<file path="config.mk">
export PLATFORM = sky130hd
export DESIGN_NAME = ghr_checkpoint
export DESIGN_NICKNAME = d
export VERILOG_FILES = /design/src/rtl/bp_pkg.sv /design/src/rtl/hist_fifo.sv /design/src/rtl/ghr_checkpoint.sv
export SDC_FILE = /design/constraint.sdc
export NUM_CORES = 1
export LEC_CHECK = 0
export ABC_AREA = 1
export CAP_MARGIN = 20
export CORE_ASPECT_RATIO = 1.75
export CORE_MARGIN = 4
export CORE_UTILIZATION = 60
export DETAILED_ROUTE_END_ITERATION = 8
export GPL_ROUTABILITY_DRIVEN = 0
export HOLD_SLACK_MARGIN = 0.08
export MAX_ROUTING_LAYER = met4
export PLACE_DENSITY_LB_ADDON = 0.3
export SKIP_LAST_GASP = 1
export SYNTH_ARGS = -nofsm -noshare
export SYNTH_HDL_FRONTEND = slang
export SYNTH_HIERARCHICAL = 1
export SYNTH_SLANG_ARGS = --single-unit
export TNS_END_PERCENT = 1
</file>
<file path="constraint.sdc">
create_clock -name clk -period 3.35 [get_ports clk]
set_clock_uncertainty 0.15 [all_clocks]
set_input_delay 1.005 -clock clk [delete_from_list [all_inputs] [get_ports clk]]
set_output_delay 1.005 -clock clk [all_outputs]
set_load 0.1 [all_outputs]
</file>
<file path="src/rtl/bp_pkg.sv">
`default_nettype none
// ============================================================================
//  Module      : bp_pkg
//  Description : Branch-predictor shared definitions. Holds the branch-kind
//                encoding used by the predict stage, the global-history
//                checkpoint manager and the EX branch unit.
//  Revision    : 1.0 - initial release
// ============================================================================
package bp_pkg;

    localparam int c_KIND_W = 3;

    typedef logic [c_KIND_W-1:0] br_kind_t;

    localparam br_kind_t c_NOT_JUMP      = 3'd0;
    localparam br_kind_t c_DIRECT_JUMP   = 3'd1;  // conditional branch
    localparam br_kind_t c_RET           = 3'd4;
    localparam br_kind_t c_INDIRECT_JUMP = 3'd5;
    localparam br_kind_t c_CALL          = 3'd6;
    localparam br_kind_t c_JUMP          = 3'd7;

    // Any control-transfer kind occupies a checkpoint slot.
    function automatic logic is_branch(input br_kind_t kind);
        return kind != c_NOT_JUMP;
    endfunction

    // Only conditional branches contribute a direction bit to the history.
    function automatic logic is_conditional(input br_kind_t kind);
        return kind == c_DIRECT_JUMP;
    endfunction

endpackage : bp_pkg
`default_nettype wire

</file>
<file path="src/rtl/hist_fifo.sv">
`default_nettype none
// ============================================================================
//  Module      : hist_fifo
//  Description : In-order checkpoint storage for global-history snapshots.
//                Push writes the tail, pop retires the head, clear empties
//                the queue (clear wins over push/pop). The head entry is
//                presented combinationally.
//  Ports       : clk, rstn       - clock, async active-low reset
//                push, push_data - write a checkpoint at the tail
//                pop             - retire the head entry
//                clear           - drop every entry
//                head_data       - oldest entry (valid when count != 0)
//                count           - number of entries, PTR_W+1 bits
//  Revision    : 1.0 - initial release
// ============================================================================
module hist_fifo #(
    parameter int WIDTH = 32,
    parameter int DEPTH = 8,
    parameter int PTR_W = $clog2(DEPTH)
) (
    input  logic             clk,
    input  logic             rstn,
    input  logic             push,
    input  logic [WIDTH-1:0] push_data,
    input  logic             pop,
    input  logic             clear,
    output logic [WIDTH-1:0] head_data,
    output logic [PTR_W:0]   count
);

    localparam logic [PTR_W-1:0] c_PTR_ONE = PTR_W'(1);
    localparam logic [PTR_W:0]   c_CNT_ONE = (PTR_W+1)'(1);

    logic [WIDTH-1:0] r_mem [DEPTH];
    logic [PTR_W-1:0] r_wr_ptr;
    logic [PTR_W-1:0] r_rd_ptr;
    logic [PTR_W:0]   r_count;

    logic w_push;
    logic w_pop;

    assign w_push = push && !clear;
    assign w_pop  = pop  && !clear;

    // Pointers wrap naturally because DEPTH is a power of two; the extra
    // count bit tells full from empty when the pointers coincide.
    always_ff @(posedge clk or negedge rstn) begin
        if (!rstn) begin
            r_wr_ptr <= '0;
            r_rd_ptr <= '0;
            r_count  <= '0;
        end else if (clear) begin
            r_wr_ptr <= '0;
            r_rd_ptr <= '0;
            r_count  <= '0;
        end else begin
            if (w_push) begin
                r_wr_ptr <= r_wr_ptr + c_PTR_ONE;
            end
            if (w_pop) begin
                r_rd_ptr <= r_rd_ptr + c_PTR_ONE;
            end
            case ({w_push, w_pop})
                2'b10:   r_count <= r_count + c_CNT_ONE;
                2'b01:   r_count <= r_count - c_CNT_ONE;
                default: r_count <= r_count;
            endcase
        end
    end

    // Every entry is cleared on reset so the head read is a defined zero
    // straight out of reset.
    always_ff @(posedge clk or negedge rstn) begin
        if (!rstn) begin
            for (int i = 0; i < DEPTH; i++) begin
                r_mem[i] <= '0;
            end
        end else if (w_push) begin
            r_mem[r_wr_ptr] <= push_data;
        end
    end

    assign head_data = r_mem[r_rd_ptr];
    assign count     = r_count;

endmodule : hist_fifo
`default_nettype wire

</file>
<file path="src/rtl/ghr_checkpoint.sv">
`default_nettype none
// ============================================================================
//  Module      : ghr_checkpoint
//  Description : Speculative global-history manager. Shifts predicted
//                conditional outcomes into gh, checkpoints the pre-shift
//                history of every in-flight branch, hands the oldest one to
//                EX as gh_ex, and restores gh on mispredict or flush.
//  Ports       : clk, rstn                 - clock, async active-low reset
//                pdc_valid/kind_pdc/taken_pdc - predict-stage branch info
//                pdc_ready                 - a checkpoint slot is free
//                gh                        - speculative history
//                ex_valid/kind_ex/taken_real/mispredict_ex - EX resolve
//                gh_ex, ex_hit             - oldest checkpoint and its valid
//                flush_all                 - exception/ertn flush
//                err                       - sticky resolve-on-empty flag
//  Revision    : 1.0 - initial release
// ============================================================================
module ghr_checkpoint
    import bp_pkg::*;
#(
    parameter int gh_width = 32,
    parameter int DEPTH    = 8,
    parameter int PTR_W    = $clog2(DEPTH)
) (
    input  logic                clk,
    input  logic                rstn,
    input  logic                pdc_valid,
    input  logic [2:0]          kind_pdc,
    input  logic                taken_pdc,
    output logic                pdc_ready,
    output logic [gh_width-1:0] gh,
    input  logic                ex_valid,
    input  logic [2:0]          kind_ex,
    input  logic                taken_real,
    input  logic                mispredict_ex,
    output logic [gh_width-1:0] gh_ex,
    output logic                ex_hit,
    input  logic                flush_all,
    output logic                err
);

    localparam logic [PTR_W:0] c_DEPTH_CNT = (PTR_W+1)'(DEPTH);

    logic [gh_width-1:0] r_gh;
    logic [gh_width-1:0] r_gh_arch;
    logic                r_err;

    logic [gh_width-1:0] w_head;
    logic [PTR_W:0]      w_count;
    logic                w_push_req;
    logic                w_push;
    logic                w_pop;
    logic                w_resolve_empty;
    logic                w_mis_recover;
    logic                w_clear;
    logic [gh_width-1:0] w_restored;
    logic [gh_width-1:0] w_gh_arch_next;
    logic [gh_width-1:0] w_gh_next;

    // Slot availability looks only at the registered count: a pop in the
    // same cycle does not make room for a push until the next cycle.
    assign pdc_ready = (w_count < c_DEPTH_CNT);
    assign ex_hit    = (w_count != '0);

    assign w_push_req      = pdc_valid && is_branch(kind_pdc) && pdc_ready;
    assign w_pop           = ex_valid  && is_branch(kind_ex)  && ex_hit;
    assign w_resolve_empty = ex_valid  && is_branch(kind_ex)  && !ex_hit;
    assign w_mis_recover   = w_pop && mispredict_ex;

    // Either recovery empties the FIFO; anything predicted this cycle is on
    // the wrong path and must not be checkpointed.
    assign w_clear = flush_all || w_mis_recover;
    assign w_push  = w_push_req && !w_clear;

    // The head holds the pre-shift history, so a conditional branch gets its
    // real outcome appended to rebuild the post-branch history.
    assign w_restored = is_conditional(kind_ex) ? {w_head[gh_width-2:0], taken_real}
                                                : w_head;

    assign w_gh_arch_next = w_pop ? w_restored : r_gh_arch;

    always_comb begin
        w_gh_next = r_gh;
        if (flush_all) begin
            // Flush returns to the committed history including any retire
            // happening in this same cycle.
            w_gh_next = w_gh_arch_next;
        end else if (w_mis_recover) begin
            w_gh_next = w_restored;
        end else if (w_push && is_conditional(kind_pdc)) begin
            w_gh_next = {r_gh[gh_width-2:0], taken_pdc};
        end
    end

    always_ff @(posedge clk or negedge rstn) begin
        if (!rstn) begin
            r_gh      <= '0;
            r_gh_arch <= '0;
            r_err     <= 1'b0;
        end else begin
            r_gh      <= w_gh_next;
            r_gh_arch <= w_gh_arch_next;
            if (w_resolve_empty) begin
                r_err <= 1'b1;
            end
        end
    end

    hist_fifo #(
        .WIDTH (gh_width),
        .DEPTH (DEPTH),
        .PTR_W (PTR_W)
    ) u_hist_fifo (
        .clk       (clk),
        .rstn      (rstn),
        .push      (w_push),
        .push_data (r_gh),
        .pop       (w_pop),
        .clear     (w_clear),
        .head_data (w_head),
        .count     (w_count)
    );

    assign gh    = r_gh;
    assign gh_ex = w_head;
    assign err   = r_err;

endmodule : ghr_checkpoint
`default_nettype wire

</file>
# --- Yosys cells after proc, flatten, opt, wreduce, memory -nomap -nowiden ---
# Index checks and enable logic that the tools add are counted.
word_totals:
  output_inout_bits: 67
  regBits: 331
classes:
  n_eq_ne: 4
  n_reduce_logical: 21
  order_cmp: 4
  bitwise: 2
  addsub: 4
  mux: 17
ops:
  columns: ["cell", "count"]
  rows:
  - ["$bwmux 256", 1]
  - ["$mux 32", 8]
  - ["$bmux 32 s3", 1]
  - ["$demux 32 s3", 1]
  - ["$mux 3", 4]
  - ["$reduce_bool 3->1", 4]
  - ["$logic_and 1x1->1", 11]
  - ["$ge 4x4->1 const B", 2]
  - ["$not 3->4", 2]
  - ["$pmux 4 s2", 1]
  - ["$add 3x1->3 const B", 2]
  - ["$eq 3x1->1 const B", 2]
  - ["$add 4x1->4 const B", 1]
  - ["$lt 4x1->1 const B", 1]
  - ["$lt 4x4->1 const B", 1]
  - ["$mux 4", 1]
  - ["$reduce_bool 2->1", 2]
  - ["$reduce_bool 4->1", 1]
  - ["$sub 4x1->4 const B", 1]
  - ["$eq 2x1->1 const B", 1]
  - ["$eq 2x2->1 const B", 1]
  - ["$logic_not 1->1", 2]
  - ["$logic_or 1x1->1", 1]

# --- Logic depth before layout (Yosys ltp) ---
depth:
  word_depth: 11
  mapped_depth: 17

# --- By module ---
# Netlist, hierarchy kept.
modules_own_cells:
  columns: ["module", "area_per_inst_um2", "instances", "seq_area_each_um2", "cells_per_inst"]
  rows:
  - ["hist_fifo", 11880.1, 1, 6656.4, 1438]
  - ["ghr_checkpoint", 3947.5, 1, 1626.6, 588]

# --- Worst setup path after synthesis ---
# OpenSTA, ideal clock, no wires.
synth_timing:
  path_kind: "input to register"
  start: "input kind_ex[0]"
  end: "register u_hist_fifo/r_mem[85] (netlist name)"
  t_arrival_ps: 3031
  slack_ps: 39
  path_buffers: 3
  cell_stages: 15
  cell_sequence: "buf_4 inv_2 nand2_4 nand4_4 buf_2 nand2_1 nor3_1 inv_2 nor2_2 inv_2 nor2_2 inv_2 nor3_4 clkbuf_1 o21ai_0"
synth_via:
  elab_chain_len: 8
synth_rtl:
  columns: ["element", "line_no", "rtl"]
  rows:
  - ["start: declaration", "ghr_checkpoint.sv:33", "input logic [2:0] kind_ex,"]
  - ["$reduce_bool 3->1", "bp_pkg.sv:24", "return kind != c_NOT_JUMP;"]
  - ["$logic_and 1x1->1 (2 in a row)", "ghr_checkpoint.sv:66", "assign w_pop = ex_valid && is_branch(kind_ex) && ex_hit;"]
  - ["$logic_and 1x1->1", "ghr_checkpoint.sv:68", "assign w_mis_recover = w_pop && mispredict_ex;"]
  - ["$logic_or 1x1->1", "ghr_checkpoint.sv:72", "assign w_clear = flush_all || w_mis_recover;"]
  - ["named net w_clear", "ghr_checkpoint.sv:55", "logic w_clear;"]
  - ["$logic_not 1->1", "ghr_checkpoint.sv:73", "assign w_push = w_push_req && !w_clear;"]
  - ["$logic_and 1x1->1", "ghr_checkpoint.sv:73", null]
  - ["named net w_push", "ghr_checkpoint.sv:51", "logic w_push;"]
  - ["$logic_and 1x1->1", "hist_fifo.sv:42", "assign w_push = push && !clear;"]
  - ["end signal: indexed assignment", "hist_fifo.sv:79", "r_mem[r_wr_ptr] <= push_data;"]
  - ["end: declaration", "hist_fifo.sv:34", "logic [WIDTH-1:0] r_mem [DEPTH];"]
# The timed path passes the listed nets, and every way through them passes these cells.
# A chain may end at the register's enable or synchronous reset.

# --- Final worst setup path ---
layout_timing:
  start: "register u_hist_fifo.r_rd_ptr[0]"
  end: "output gh_ex[28]"
layout_via:
  elab_chain_len: 4
layout_rtl:
  columns: ["element", "line_no", "rtl"]
  rows:
  - ["start: declaration", "hist_fifo.sv:36", "logic [PTR_W-1:0] r_rd_ptr;"]
  - ["start signal: assignment", "hist_fifo.sv:61", "r_rd_ptr <= r_rd_ptr + c_PTR_ONE;"]
  - ["$not 3->4 (implied by the code)", "hist_fifo.sv:83", "assign head_data = r_mem[r_rd_ptr];"]
  - ["$bmux 32 s3", "hist_fifo.sv:83", null]
  - ["$mux 32 (implied by the code) (2 in a row)", "hist_fifo.sv:83", null]
  - ["end: declaration", "ghr_checkpoint.sv:36", "output logic [gh_width-1:0] gh_ex,"]
# No other way between the ends. The select of a mux whose other input is x is not followed.

==> impl_metrics.tcl <==
set metrics [dict create \
    antenna_found_initial 0 \
    min_path_type "in2async" \
    syn-mean-instance-area_um2 7.81 \
    final_area_mm2 0.0192 \
    final_nets 2115 \
    cp_slowest_stage_delay_ps 570 \
    ys_warn_count 6 \
    post-place-ws_ps -192 \
    rows 78 \
    max-slew-margin-rel 0.665 \
    power.leakage_nw 9.46 \
    power_mw 21.1 \
    synth_cells 2026 \
    yosys.area_share.simple 0.255 \
    cp-end-kind "primary output" \
    critPathSlowestCell "dfrtp_4" \
    post-route-period-util 1.05 \
    final_cells 2440 \
    crit_required_ps 2190 \
    setup_slack_ps -157 \
    power.density_mw_per_mm2 1100 \
    drive_gt1_frac 0.140 \
    hpwl_mm 29.0 \
    synth_edf_count 0 \
    setup_viol 32 \
    htree_num_levels 1 \
    period_needed_ps 3510 \
    ant_nets 0 \
    status "finished with violations" \
    ys_types 33 \
    synth_compound_area_frac 0.154 \
    synthMuxAreaShare 0 \
    violations "negative setup slack" \
    finish.utilization 0.741 \
    hold_viol 0 \
    synth_fp_nets 2044 \
    postSynth.asyncResetShare 1.00 \
    whs_ps 182 \
    die_w_um 131 \
    worstMarginPinSlew_ps 502 \
    grt-ovfl-total 0 \
    crit_path_max_fanout 27 \
    cts_tree "yes" \
    grt_pass1_wl_mm 77.7 \
    clock_latency_ps 580 \
    via_per_inst 6.20 \
    port_buffers 80 \
    grt_max_degree 73 \
    synth_seq_cells 331 \
    max_freq_ghz 0.285 \
    drt_iter0_drc 1729 \
    vias 15100 \
    worstPathArrival_ps 2350 \
    boundaryPins 81 \
    path_class "reg2out" \
    clock_path_buffers 3 \
    core_area_mm2 0.0260 \
    start_kind "flip-flop" \
    diodes 0 \
    drt_wl_total_mm 49.1 \
    dpl_cell_area_mm2 0.0175 \
    rsz0062_at_grt "true" \
    ys_seq_area_frac 0.523 \
    grt_use_total 0.346 \
    drv_cap 0 \
    drc 0 \
    layout_commonest_cell "nand2_1" \
    slew_viol_final 0 \
    cts-root-buf "clkbuf_16" \
    start_util 0.610 \
    peakVddDrop_mv 1.45 \
    synth_top_family_by_area "simple AND/OR/NAND/NOR gates" \
    placedCellCount 2359 \
    synth_area_mm2 0.0158 \
    final_cell_mix "562 x nand2_1, 346 x o21ai_0, 329 x dfrtp_1" \
    synth-main-ff-cell "dfrtp_1" \
    wl_per_cell_um 20.1 \
    fp.dieArea_mm2 0.0291 \
    die_y_um 223 \
    synth_xor_area_frac 0.000553 \
    syn_to_final_growth_pct 21.5 \
    cts.reportedPaths.clkPinSlew_ps 70 \
    crit_chain "buf_16, nor2_1, o32ai_2, nand2_1, nand2_2, buf_12" \
    synth_fa_ha_area_frac 0.00316 \
    fin_tns_setup_ps -2560 \
    cts_buffers 30 \
    grt_pass1_vias 14800 \
    clock-sinks 331 \
    firstDrtPassIters 8 \
]
==> critical path, delay by kind of cell (launching register included) <==
kind / cells / cell delay [ps]
AOI/OAI and AO/OA: 1 / 390
buffers and inverters: 2 / 420
and+or+nand+nor: 3 / 380
DFF: 1 / 570
==> kinds of logic after synthesis <==
family,count (synthesis)
buffers and inverters,249
and+or+nand+nor,981
xor gates and xnor gates,1
AOI/OAI and AO/OA,460
adders and majority gates,4
DFF,331
==> cells in the mapped netlist, types with 3 or more instances <==
library cell | instances | area share
a21oi_1 | 66 | 0.021
and2_1 | 11 | 0.0043
buf_1 | 10 | 0.0024
buf_2 | 29 | 0.0092
buf_4 | 9 | 0.0043
clkbuf_1 | 88 | 0.021
clkinv_1 | 3 | 0.00071
dfrtp_1 | 331 | 0.52
ha_1 | 4 | 0.0032
inv_1 | 104 | 0.025
inv_2 | 5 | 0.0012
nand2_1 | 595 | 0.14
nand2_2 | 3 | 0.0012
nand3_1 | 135 | 0.043
nand3_2 | 4 | 0.0025
nand3b_1 | 8 | 0.0038
nor2_1 | 211 | 0.050
nor2_2 | 3 | 0.0012
nor3_1 | 3 | 0.00095
o21ai_0 | 358 | 0.11
o32ai_1 | 32 | 0.018
==> power by group <==
group          switching, mW  internal, mW  total, mW
sequential             0.827          4.81       5.63
combinational           8.03          3.63       11.7
clock                   1.57          2.22       3.78
==> final timing paths <==
check                                               startpoint                                  to  cells after the start  slack (ps)
min in group clk                       r_gh_arch[28]$_DFF_PN0_             r_gh_arch[28]$_DFF_PN0_                      2         330
max                        u_hist_fifo/r_rd_ptr[0]$_DFFE_PN0P_                           gh_ex[28]                      6        -160
min reg2reg                            r_gh_arch[28]$_DFF_PN0_             r_gh_arch[28]$_DFF_PN0_                      2         330
max in group asynchronous                                 rstn  u_hist_fifo/r_mem[120]$_DFFE_PN0P_                      2        2010
min                                                       rstn  u_hist_fifo/r_mem[230]$_DFFE_PN0P_                      1         180
max reg2reg                u_hist_fifo/r_rd_ptr[0]$_DFFE_PN0P_                  gh[16]$_DFFE_PN0P_                     16         630
==> metal layers <==
metal | track usage | share of wire | wire length (um)
met1 | 0.406 | 0.35 | 17400
met2 | 0.551 | 0.49 | 24300
met3 | 0.0395 | 0.067 | 3280
met4 | 0.239 | 0.085 | 4180
met5 | - | 0 | 0
==> layout make-up <==
cell class,count,area (um2)
Fill cell,1839,6730
Clock inverter,18,262
Sequential cell,331,8290
Clock buffer,37,827
Tap cell,320,400
Timing Repair Buffer,176,2200
Multi-Input combinational cell,1446,6820
Inverter,112,433
==> timing repair <==
| action | 4_1_cts | 5_1_grt |
|---|---|---|
| hold buffers | 0 | 0 |
| resized for setup | 62 | 30 |
| buffers inserted | 8 | 11 |
| endpoints found under the setup margin | 32 | 32 |
| pin swaps | 14 | 18 |
| gates cloned | 6 | 1 |
==> flip-flops by register name (all words and copies together), names as in the netlist <==
name / count
u_hist_fifo/r_mem: 256
gh: 32
r_gh_arch: 32
u_hist_fifo/count: 4
u_hist_fifo/r_rd_ptr: 3
u_hist_fifo/r_wr_ptr: 3
err: 1
Power figures use the tool's default switching activity.
